### config.mk
export PLATFORM = sky130hd
export DESIGN_NAME = merge_n_flat
export DESIGN_NICKNAME = d
export VERILOG_FILES = /design/src/rtl/merge_n_pkg.sv /design/src/rtl/merge_n_if.sv /design/src/rtl/merge_n_arb_rr.sv /design/src/rtl/merge_n.sv /design/src/flat_wrapper.sv
export SDC_FILE = /design/constraint.sdc
export NUM_CORES = 1
export LEC_CHECK = 0
export ABC_AREA = 1
export CORE_AREA = 3 3 40 42
export DETAILED_ROUTE_END_ITERATION = 8
export DIE_AREA = 0 0 43 45
export GPL_TIMING_DRIVEN = 0
export HOLD_SLACK_MARGIN = 0.15
export MAX_ROUTING_LAYER = met4
export PLACE_DENSITY = 0.79
export SLEW_MARGIN = 10
export SYNTH_ARGS = -nofsm -noshare
export SYNTH_HDL_FRONTEND = slang
export SYNTH_SLANG_ARGS = --single-unit
### constraint.sdc
create_clock -name clk -period 1.6 [get_ports clk]
set_input_delay 0.32 -clock clk [delete_from_list [all_inputs] [get_ports clk]]
set_output_delay 0.32 -clock clk [all_outputs]
set_load 0.1 [all_outputs]
### src/rtl/merge_n_pkg.sv
// Shared types and helpers for the M-input 2-phase bundled-data merge.
package merge_pkg;

  typedef enum logic {
    IDLE = 1'b0,
    SEND = 1'b1
  } state_t;

  localparam logic RR_MODE    = 1'b1;
  localparam logic FIXED_MODE = 1'b0;

  // Index width for M channels; a single channel still needs one bit.
  function automatic int idx_w(input int m);
    return (m > 1) ? $clog2(m) : 1;
  endfunction

endpackage

### src/rtl/merge_n_if.sv
// Bundled-data channel group: M input channels in, one output channel out.
interface merge_n_if #(
  parameter int N = 1,
  parameter int M = 2
);
  logic [M-1:0]   r_i;
  logic [M-1:0]   a_i;
  logic [M*N-1:0] d_i;
  logic           r_o;
  logic           a_o;
  logic [N-1:0]   d_o;

  // slave: the merge itself; master: producers plus consumer around it.
  modport slave  (input r_i, d_i, a_o, output a_i, r_o, d_o);
  modport master (output r_i, d_i, a_o, input a_i, r_o, d_o);
endinterface

### src/rtl/merge_n_arb_rr.sv
// Combinational arbiter: round-robin from a pointer, or lowest-index-first.
module arb_rr
  import merge_pkg::*;
#(
  parameter int M  = 2,
  parameter int GW = idx_w(M)
) (
  input  logic [M-1:0]  pend,
  input  logic [GW-1:0] ptr,
  input  logic          mode,
  output logic [M-1:0]  win_oh,
  output logic [GW-1:0] win_idx,
  output logic          any_pend
);

  localparam logic [GW:0] M_EXT = (GW+1)'(M);

  logic [GW-1:0]  start;
  logic [2*M-1:0] rot;
  logic [GW-1:0]  offset;
  logic [GW:0]    sum;

  assign start    = (mode == RR_MODE) ? ptr : '0;
  assign any_pend = |pend;

  // Rotate so the search start lands at bit 0, then take the lowest set bit.
  always_comb begin
    rot    = {pend, pend} >> start;
    offset = '0;
    for (int i = M - 1; i >= 0; i--) begin
      if (rot[i]) offset = GW'(i);
    end
    sum = {1'b0, start} + {1'b0, offset};
    if (sum >= M_EXT) sum = sum - M_EXT;
    win_idx = sum[GW-1:0];
  end

  for (genvar gi = 0; gi < M; gi++) begin : g_oh
    assign win_oh[gi] = any_pend && (win_idx == GW'(gi));
  end

endmodule

### src/rtl/merge_n.sv
// Clocked M-input merge for 2-phase bundled-data channels; one token in flight
// on the output at a time, winner acknowledged only after the consumer acks.
module merge_n
  import merge_pkg::*;
#(
  parameter int   N    = 1,
  parameter int   M    = 2,
  parameter logic RR   = 1'b1,
  parameter logic SYNC = 1'b1
) (
  input  logic                clk,
  input  logic                rst,
  merge_n_if.slave            ch,
  output logic [idx_w(M)-1:0] grant,
  output logic                busy,
  output logic                proto_err
);

  localparam int GW = idx_w(M);

  logic [M-1:0]  r_sync;
  logic          a_sync;

  state_t        state_reg, state_next;
  logic          r_o_reg, r_o_next;
  logic [M-1:0]  a_i_reg, a_i_next;
  logic [N-1:0]  d_o_reg, d_o_next;
  logic [GW-1:0] grant_reg, grant_next;
  logic          busy_reg, busy_next;
  logic [GW-1:0] ptr_reg, ptr_next;
  logic          err_reg, err_next;

  logic [M-1:0]  pend;
  logic [M-1:0]  win_oh;
  logic [GW-1:0] win_idx;
  logic          any_pend;
  logic [N-1:0]  win_data;
  logic [M-1:0]  served_oh;

  if (SYNC) begin : g_sync
    for (genvar gi = 0; gi < M; gi++) begin : g_req
      logic meta_reg, sync_reg;
      always_ff @(posedge clk or posedge rst) begin
        if (rst) begin
          meta_reg <= 1'b0;
          sync_reg <= 1'b0;
        end else begin
          meta_reg <= ch.r_i[gi];
          sync_reg <= meta_reg;
        end
      end
      assign r_sync[gi] = sync_reg;
    end

    logic ack_meta_reg, ack_sync_reg;
    always_ff @(posedge clk or posedge rst) begin
      if (rst) begin
        ack_meta_reg <= 1'b0;
        ack_sync_reg <= 1'b0;
      end else begin
        ack_meta_reg <= ch.a_o;
        ack_sync_reg <= ack_meta_reg;
      end
    end
    assign a_sync = ack_sync_reg;
  end else begin : g_nosync
    assign r_sync = ch.r_i;
    assign a_sync = ch.a_o;
  end

  // A channel is pending while its request phase differs from its ack phase.
  assign pend = r_sync ^ a_i_reg;

  arb_rr #(
    .M  (M),
    .GW (GW)
  ) u_arb (
    .pend     (pend),
    .ptr      (ptr_reg),
    .mode     (RR),
    .win_oh   (win_oh),
    .win_idx  (win_idx),
    .any_pend (any_pend)
  );

  always_comb begin
    win_data = '0;
    for (int i = 0; i < M; i++) begin
      if (win_oh[i]) win_data = win_data | ch.d_i[i*N +: N];
    end
  end

  for (genvar gi = 0; gi < M; gi++) begin : g_served
    assign served_oh[gi] = (grant_reg == GW'(gi));
  end

  always_comb begin
    state_next = state_reg;
    r_o_next   = r_o_reg;
    a_i_next   = a_i_reg;
    d_o_next   = d_o_reg;
    grant_next = grant_reg;
    busy_next  = busy_reg;
    ptr_next   = ptr_reg;
    err_next   = err_reg;
    case (state_reg)
      IDLE: begin
        // Nothing is outstanding, so any phase difference is a spurious ack.
        if (a_sync != r_o_reg) err_next = 1'b1;
        if (any_pend) begin
          d_o_next   = win_data;
          r_o_next   = ~r_o_reg;
          grant_next = win_idx;
          busy_next  = 1'b1;
          state_next = SEND;
        end
      end
      SEND: begin
        if (a_sync == r_o_reg) begin
          a_i_next   = a_i_reg ^ served_oh;
          busy_next  = 1'b0;
          state_next = IDLE;
          if (RR == RR_MODE) begin
            ptr_next = (grant_reg == GW'(M - 1)) ? '0 : grant_reg + GW'(1);
          end
        end
      end
      default: state_next = IDLE;
    endcase
  end

  always_ff @(posedge clk or posedge rst) begin
    if (rst) begin
      state_reg <= IDLE;
      r_o_reg   <= 1'b0;
      a_i_reg   <= '0;
      d_o_reg   <= '0;
      grant_reg <= '0;
      busy_reg  <= 1'b0;
      ptr_reg   <= '0;
      err_reg   <= 1'b0;
    end else begin
      state_reg <= state_next;
      r_o_reg   <= r_o_next;
      a_i_reg   <= a_i_next;
      d_o_reg   <= d_o_next;
      grant_reg <= grant_next;
      busy_reg  <= busy_next;
      ptr_reg   <= ptr_next;
      err_reg   <= err_next;
    end
  end

  assign ch.r_o     = r_o_reg;
  assign ch.a_i     = a_i_reg;
  assign ch.d_o     = d_o_reg;
  assign grant      = grant_reg;
  assign busy       = busy_reg;
  assign proto_err  = err_reg;

endmodule

### src/flat_wrapper.sv
// flat-port wrapper written by rule: the top's interface ports become plain ports
module merge_n_flat import merge_pkg::*;
#(
  parameter int   N    = 1,
  parameter int   M    = 2,
  parameter logic RR   = 1'b1,
  parameter logic SYNC = 1'b1
)
  (clk, rst, grant, busy, proto_err, ch_r_i, ch_d_i, ch_a_o, ch_a_i, ch_r_o, ch_d_o);
  merge_n_if #(.N(N), .M(M)) ch_i ();
  input  logic clk;
  input  logic rst;
  output logic [idx_w(M)-1:0] grant;
  output logic busy;
  output logic proto_err;
  input wire logic [$bits(ch_i.r_i)-1:0] ch_r_i;
  input wire logic [$bits(ch_i.d_i)-1:0] ch_d_i;
  input wire logic [$bits(ch_i.a_o)-1:0] ch_a_o;
  output wire logic [$bits(ch_i.a_i)-1:0] ch_a_i;
  output wire logic [$bits(ch_i.r_o)-1:0] ch_r_o;
  output wire logic [$bits(ch_i.d_o)-1:0] ch_d_o;
  assign ch_i.r_i = ch_r_i;
  assign ch_i.d_i = ch_d_i;
  assign ch_i.a_o = ch_a_o;
  assign ch_a_i = ch_i.a_i;
  assign ch_r_o = ch_i.r_o;
  assign ch_d_o = ch_i.d_o;
  merge_n #(.N(N), .M(M), .RR(RR), .SYNC(SYNC)) u_core (.clk(clk), .rst(rst), .ch(ch_i), .grant(grant), .busy(busy), .proto_err(proto_err));
endmodule
Word-level counts from Yosys, hierarchy flattened. Index checks and enable logic that the tools add are counted.

Add/sub/neg operators: 3. $mul: 0. Div/mod/pow operators: 0. Magnitude comparators: 1. Eq/ne operators: 4. Shifts and indexed selects: 1. Muxes and demuxes: 12. Bitwise operators: 7. Reduce and logical (&&, ||, !) cells: 7.

Operators with widths (number): 1-bit 2-to-1 mux (10); 2-bit AND reduction (4); 2-bit inequality test (second input constant) (2); 1-bit inverter (4); 1-bit case mux with 2 select lines (2); 4-bit by 1-bit >> shifter with 2-bit output (1); 2-bit bitwise XOR (2); 1-bit by 1-bit adder with 2-bit output (1); 2-bit greater-or-equal comparator (second input constant) (1); 1-bit logical AND (2); 2-bit OR reduction (1); 1-bit adder (second input constant) (1); 1-bit equality test (1); 1-bit inequality test (1); 1-bit OR (1); 1-bit subtractor (second input constant) (1).

Flip-flop bits (word level): 15. Latch bits: 0. Memory bits (writable): 0. ROM bits: 0. Input bits: 7. Output and inout port bits: 7. Logic and storage cells: 49. Memories kept: 0.

Logic depth before layout (Yosys ltp).
Depth after elaboration: 12. Depth in mapped cells: 8. Depth with buffers taken out: 8.

Modules after synthesis. Synthesis repeated with hierarchy kept, for this count alone.

Cell total of the unflattened synthesis: 74. Area total of the unflattened synthesis: 649.4 µm².

By module, submodules not included: merge_n (times used 1, cells an instance 63, area an instance 603.1 µm²); arb_rr (times used 1, cells an instance 11, area an instance 46.3 µm²).

Worst setup path after synthesis. Ideal clock, no wire load.

Path type: register -> register. Start point: reg u_core.r_o_reg, in the netlist u_core.ch.r_o. End point: reg u_core.a_i_reg[1], in the netlist u_core.ch.a_i[1]. Setup time: 0.127 ns. Data arrival time: 1.583 ns. Setup slack: -0.111 ns. Cell stages (with the launch flop): 5. Buffers on the path: 0. Clock period less this slack: 1.711 ns. Cell sequence: dfrtp_1 -> xor2_1 -> nor2_2 -> nand2_1 -> xor2_1.

Word-level cells in the longest chain between the ends: 2.

RTL lines: from (decl) (RTL line merge_n.sv:25) `logic r_o_reg, r_o_next;`; from (signal assigned) (RTL line merge_n.sv:144) `r_o_reg <= r_o_next;`; 1-bit equality test (RTL line merge_n.sv:119) `if (a_sync == r_o_reg) begin`; 2-bit AND reduction (no source line); to (signal assigned) (RTL line merge_n.sv:145) `a_i_reg <= a_i_next;`; to (decl) (RTL line merge_n.sv:26) `logic [M-1:0] a_i_reg, a_i_next;`.

Every way passes these cells. A chain may end at the register's enable or synchronous reset.

Worst setup path after layout.
Start point: reg u_core.r_o_reg, in the netlist u_core.ch.r_o. End point: out ch_r_o.

RTL lines: to (decl) (RTL line flat_wrapper.sv:20) `output wire logic [$bits(ch_i.r_o)-1:0] ch_r_o;`.

No word-level cell between the ends.

==> metrics.json <==
{
  "global_route": {
    "global_route.overflow_total": 0,
    "first_global_vias": 448,
    "antenna_violations_before_repair": 0,
    "grt_pass1_wl_mm": 1.814,
    "grt_start_max_net_pins": 16,
    "grt_use_total_pct": 13.77
  },
  "clocking": {
    "ctsLongestPathBuffers": 2,
    "cts_buffers": 3,
    "worstSkewPairLatency_ns": 0.27,
    "cts_htree_levels": 1,
    "cts_tree": "built",
    "worst_setup_hold_path_clk_slew_ns": 0.08,
    "clockRootBuffer": "sky130_fd_sc_hd__clkbuf_4",
    "cts.sink_count": 15
  },
  "critical_path": {
    "timing.critical_path.cells": "clkdlybuf4s18_2",
    "critical_path.top_delay_family": "buffers and inverters",
    "critical_path.n_buffers_inverters": 1,
    "start_kind": "register",
    "cp.arrival_ns": 1.21,
    "timing_worst_setup_path_type": "register to primary output",
    "timing.critical_path.required_ns": 1.28,
    "endpoint_kind": "primary output",
    "timing.critical_path.fanout_max": 3,
    "cpMaxStageDelayCell": "sky130_fd_sc_hd__clkdlybuf4s18_2",
    "slowest_delay_ns": 0.55
  },
  "detailed_routing": {
    "vias": 453,
    "drtAntennaViolNets": 0,
    "count_of_routing_violations_after_the_opening_detailed_route_iteration": 13,
    "finalWirelength_mm": 1.015,
    "routed_wire_length_per_instance_um": 10.80,
    "avgViaCountPerCell": 4.819,
    "post-route-drc-count": 0,
    "drt_pre_antenna_iters": 4
  },
  "synthesis": {
    "yosysTopAreaCell": "sky130_fd_sc_hd__dfrtp_1",
    "synth_sequential_area_ratio_pct": 60.85,
    "syn_avg_cell_area_um2": 9.949,
    "register_bit_count_reported_by_yosys": 15,
    "ys_top_cells_by_area": "sky130_fd_sc_hd__dfrtp_1 (61%), sky130_fd_sc_hd__nand2_1 (8.5%), sky130_fd_sc_hd__inv_1 (6.1%), sky130_fd_sc_hd__nand3_1 (4.9%), sky130_fd_sc_hd__xor2_1 (4.3%)",
    "yosysWarningCount": 0,
    "netlist_instances": 62,
    "synth.top_cell.area_share_pct": 60.85,
    "post_synth_instance_area_um2": 616.8,
    "yosysUniqueCellTypes": 15,
    "syn-num-nets": 69
  },
  "timing": {
    "worst_slew_pin_slew_ns": 0.5397,
    "drv_slew": 0,
    "rsz0062_at_grt": "false",
    "period_share_pct": 95.91,
    "finalHoldViolations": 0,
    "setup_viol": 0,
    "period_minus_slack_ns": 1.535,
    "final_clock_skew_ns": 0.002897,
    "maxSlewHeadroom_pct": 63.98,
    "max_freq_mhz": 651.6
  },
  "die": {
    "die_h_um": 45,
    "core-area_um2": 1285,
    "num_rows": 13,
    "start_util_pct": 48.00,
    "floorplan.die.width_um": 43,
    "floorplan.die_area_um2": 1935,
    "io-pin-count": 14
  },
  "placement": {
    "place.port_buffers": 13,
    "gp_routability_congestion": 0.7263,
    "detailedPlacementHpwl_um": 745.5
  },
  "finish": {
    "filler_cell_count": 108,
    "final_core_utilization_pct": 62.51,
    "num_antenna_cells": 0,
    "post_route_cells_drive_above_1_share_pct": 26.58,
    "final_net_count": 87,
    "flow.area_growth_from_synthesis_pct": 30.22
  },
  "job": {
    "timing.max_cap.violations": 0
  },
  "worst_hold_path": {
    "timing.hold.worst.class": "register to register"
  },
  "outcome": {
    "run_status": "completed"
  }
}
[cells by family (layout without fill, tap and decap cells)]
group           Yosys count  count (layout)  synth area share [%]
buf+inv                  11              28                 6.694
simple gates             26              26                 18.66
compound gates            6               6                 8.116
flops                    15              15                 60.85
xor+xnor                  4               4                 5.681
[cells in the mapped netlist]
master	n
sky130_fd_sc_hd__dfrtp_1	15
sky130_fd_sc_hd__nand2_1	14
sky130_fd_sc_hd__inv_1	10
sky130_fd_sc_hd__nand3_1	6
sky130_fd_sc_hd__nand2_2	3
sky130_fd_sc_hd__xor2_1	3
sky130_fd_sc_hd__nor2_1	2
sky130_fd_sc_hd__o21ai_0	2
sky130_fd_sc_hd__a21o_2	1
sky130_fd_sc_hd__a21oi_4	1
sky130_fd_sc_hd__a31oi_1	1
sky130_fd_sc_hd__inv_2	1
sky130_fd_sc_hd__nor2_2	1
sky130_fd_sc_hd__o21ai_2	1
sky130_fd_sc_hd__xnor2_1	1
[metrics by stage]
stage	setup TNS, ns	instances	worst slack (ns)	hold slack (ns)	instance area [µm²]
floorplan	0	62	0.1941	0.2213	620.6
global placement	-1.373	90	-0.2232	0.3323	769.5
detailed placement	-1.403	90	-0.2359	0.3371	769.5
CTS	0	94	0.03283	0.3553	804.5
global route	0	94	0.008504	0.3717	803.3
finish	0	94	0.06542	0.3561	803.3
[layer usage]
layer	global-route usage, %	part of all wire, %	vias up
li1	-	-	224
met4	12.65	1.5	0
met2	20.06	48	15
met3	3.586	6.3	2
met1	15.42	44	212
met5	-	0	-
[final timing paths]
path,from,endpoint,slack [ns],cells after the start
max,u_core.ch.r_o$_DFFE_PP0P_,ch_r_o,0.07,1
min,u_core.g_sync.g_req[1].meta_reg$_DFF_PP0_,u_core.g_sync.g_req[1].sync_reg$_DFF_PP0_,0.36,0
max reg2reg,u_core.ch.a_i[1]$_DFFE_PP0P_,u_core.grant$_DFFE_PP0P_,0.42,7
min reg2reg,u_core.g_sync.g_req[1].meta_reg$_DFF_PP0_,u_core.g_sync.g_req[1].sync_reg$_DFF_PP0_,0.36,0
max in group asynchronous,rst,u_core.ch.a_i[1]$_DFFE_PP0P_,0.81,2
min in group asynchronous,rst,u_core.busy$_DFFE_PP0P_,0.40,2
[area by class of cell]
| class | count | area (µm²) | area share, % |
|---|---|---|---|
| inverters | 11 | 41.29 | 5.140 |
| well taps | 15 | 18.77 | 2.336 |
| clock buffers | 4 | 26.28 | 3.271 |
| flip-flops and latches | 15 | 379.1 | 47.20 |
| multi-input cells | 36 | 200.2 | 24.92 |
| repair buffers | 13 | 137.6 | 17.13 |
[cell usage in the layout (no fill, tap or decap), types with 2 or more instances in the layout]
master                            Yosys  final
sky130_fd_sc_hd__nand2_1             14     14
sky130_fd_sc_hd__dfrtp_1             15     12
sky130_fd_sc_hd__inv_1               10     10
sky130_fd_sc_hd__nand3_1              6      6
sky130_fd_sc_hd__clkdlybuf4s50_1      0      6
sky130_fd_sc_hd__clkdlybuf4s15_2      0      6
sky130_fd_sc_hd__xor2_1               3      3
sky130_fd_sc_hd__nand2_2              3      3
sky130_fd_sc_hd__clkbuf_4             0      3
sky130_fd_sc_hd__dfrtp_2              0      3
sky130_fd_sc_hd__nor2_1               2      2
sky130_fd_sc_hd__o21ai_0              2      2
[what timing repair did]
item                       CTS  global route
setup endpoints to repair    7             1
setup buffers                0             0
gates resized for setup     21             1
hold buffers                 0             0
Power is left out: the tool's default activity adds up to more than one toggle a clock period on the data nets, which glitch-free logic cannot reach.
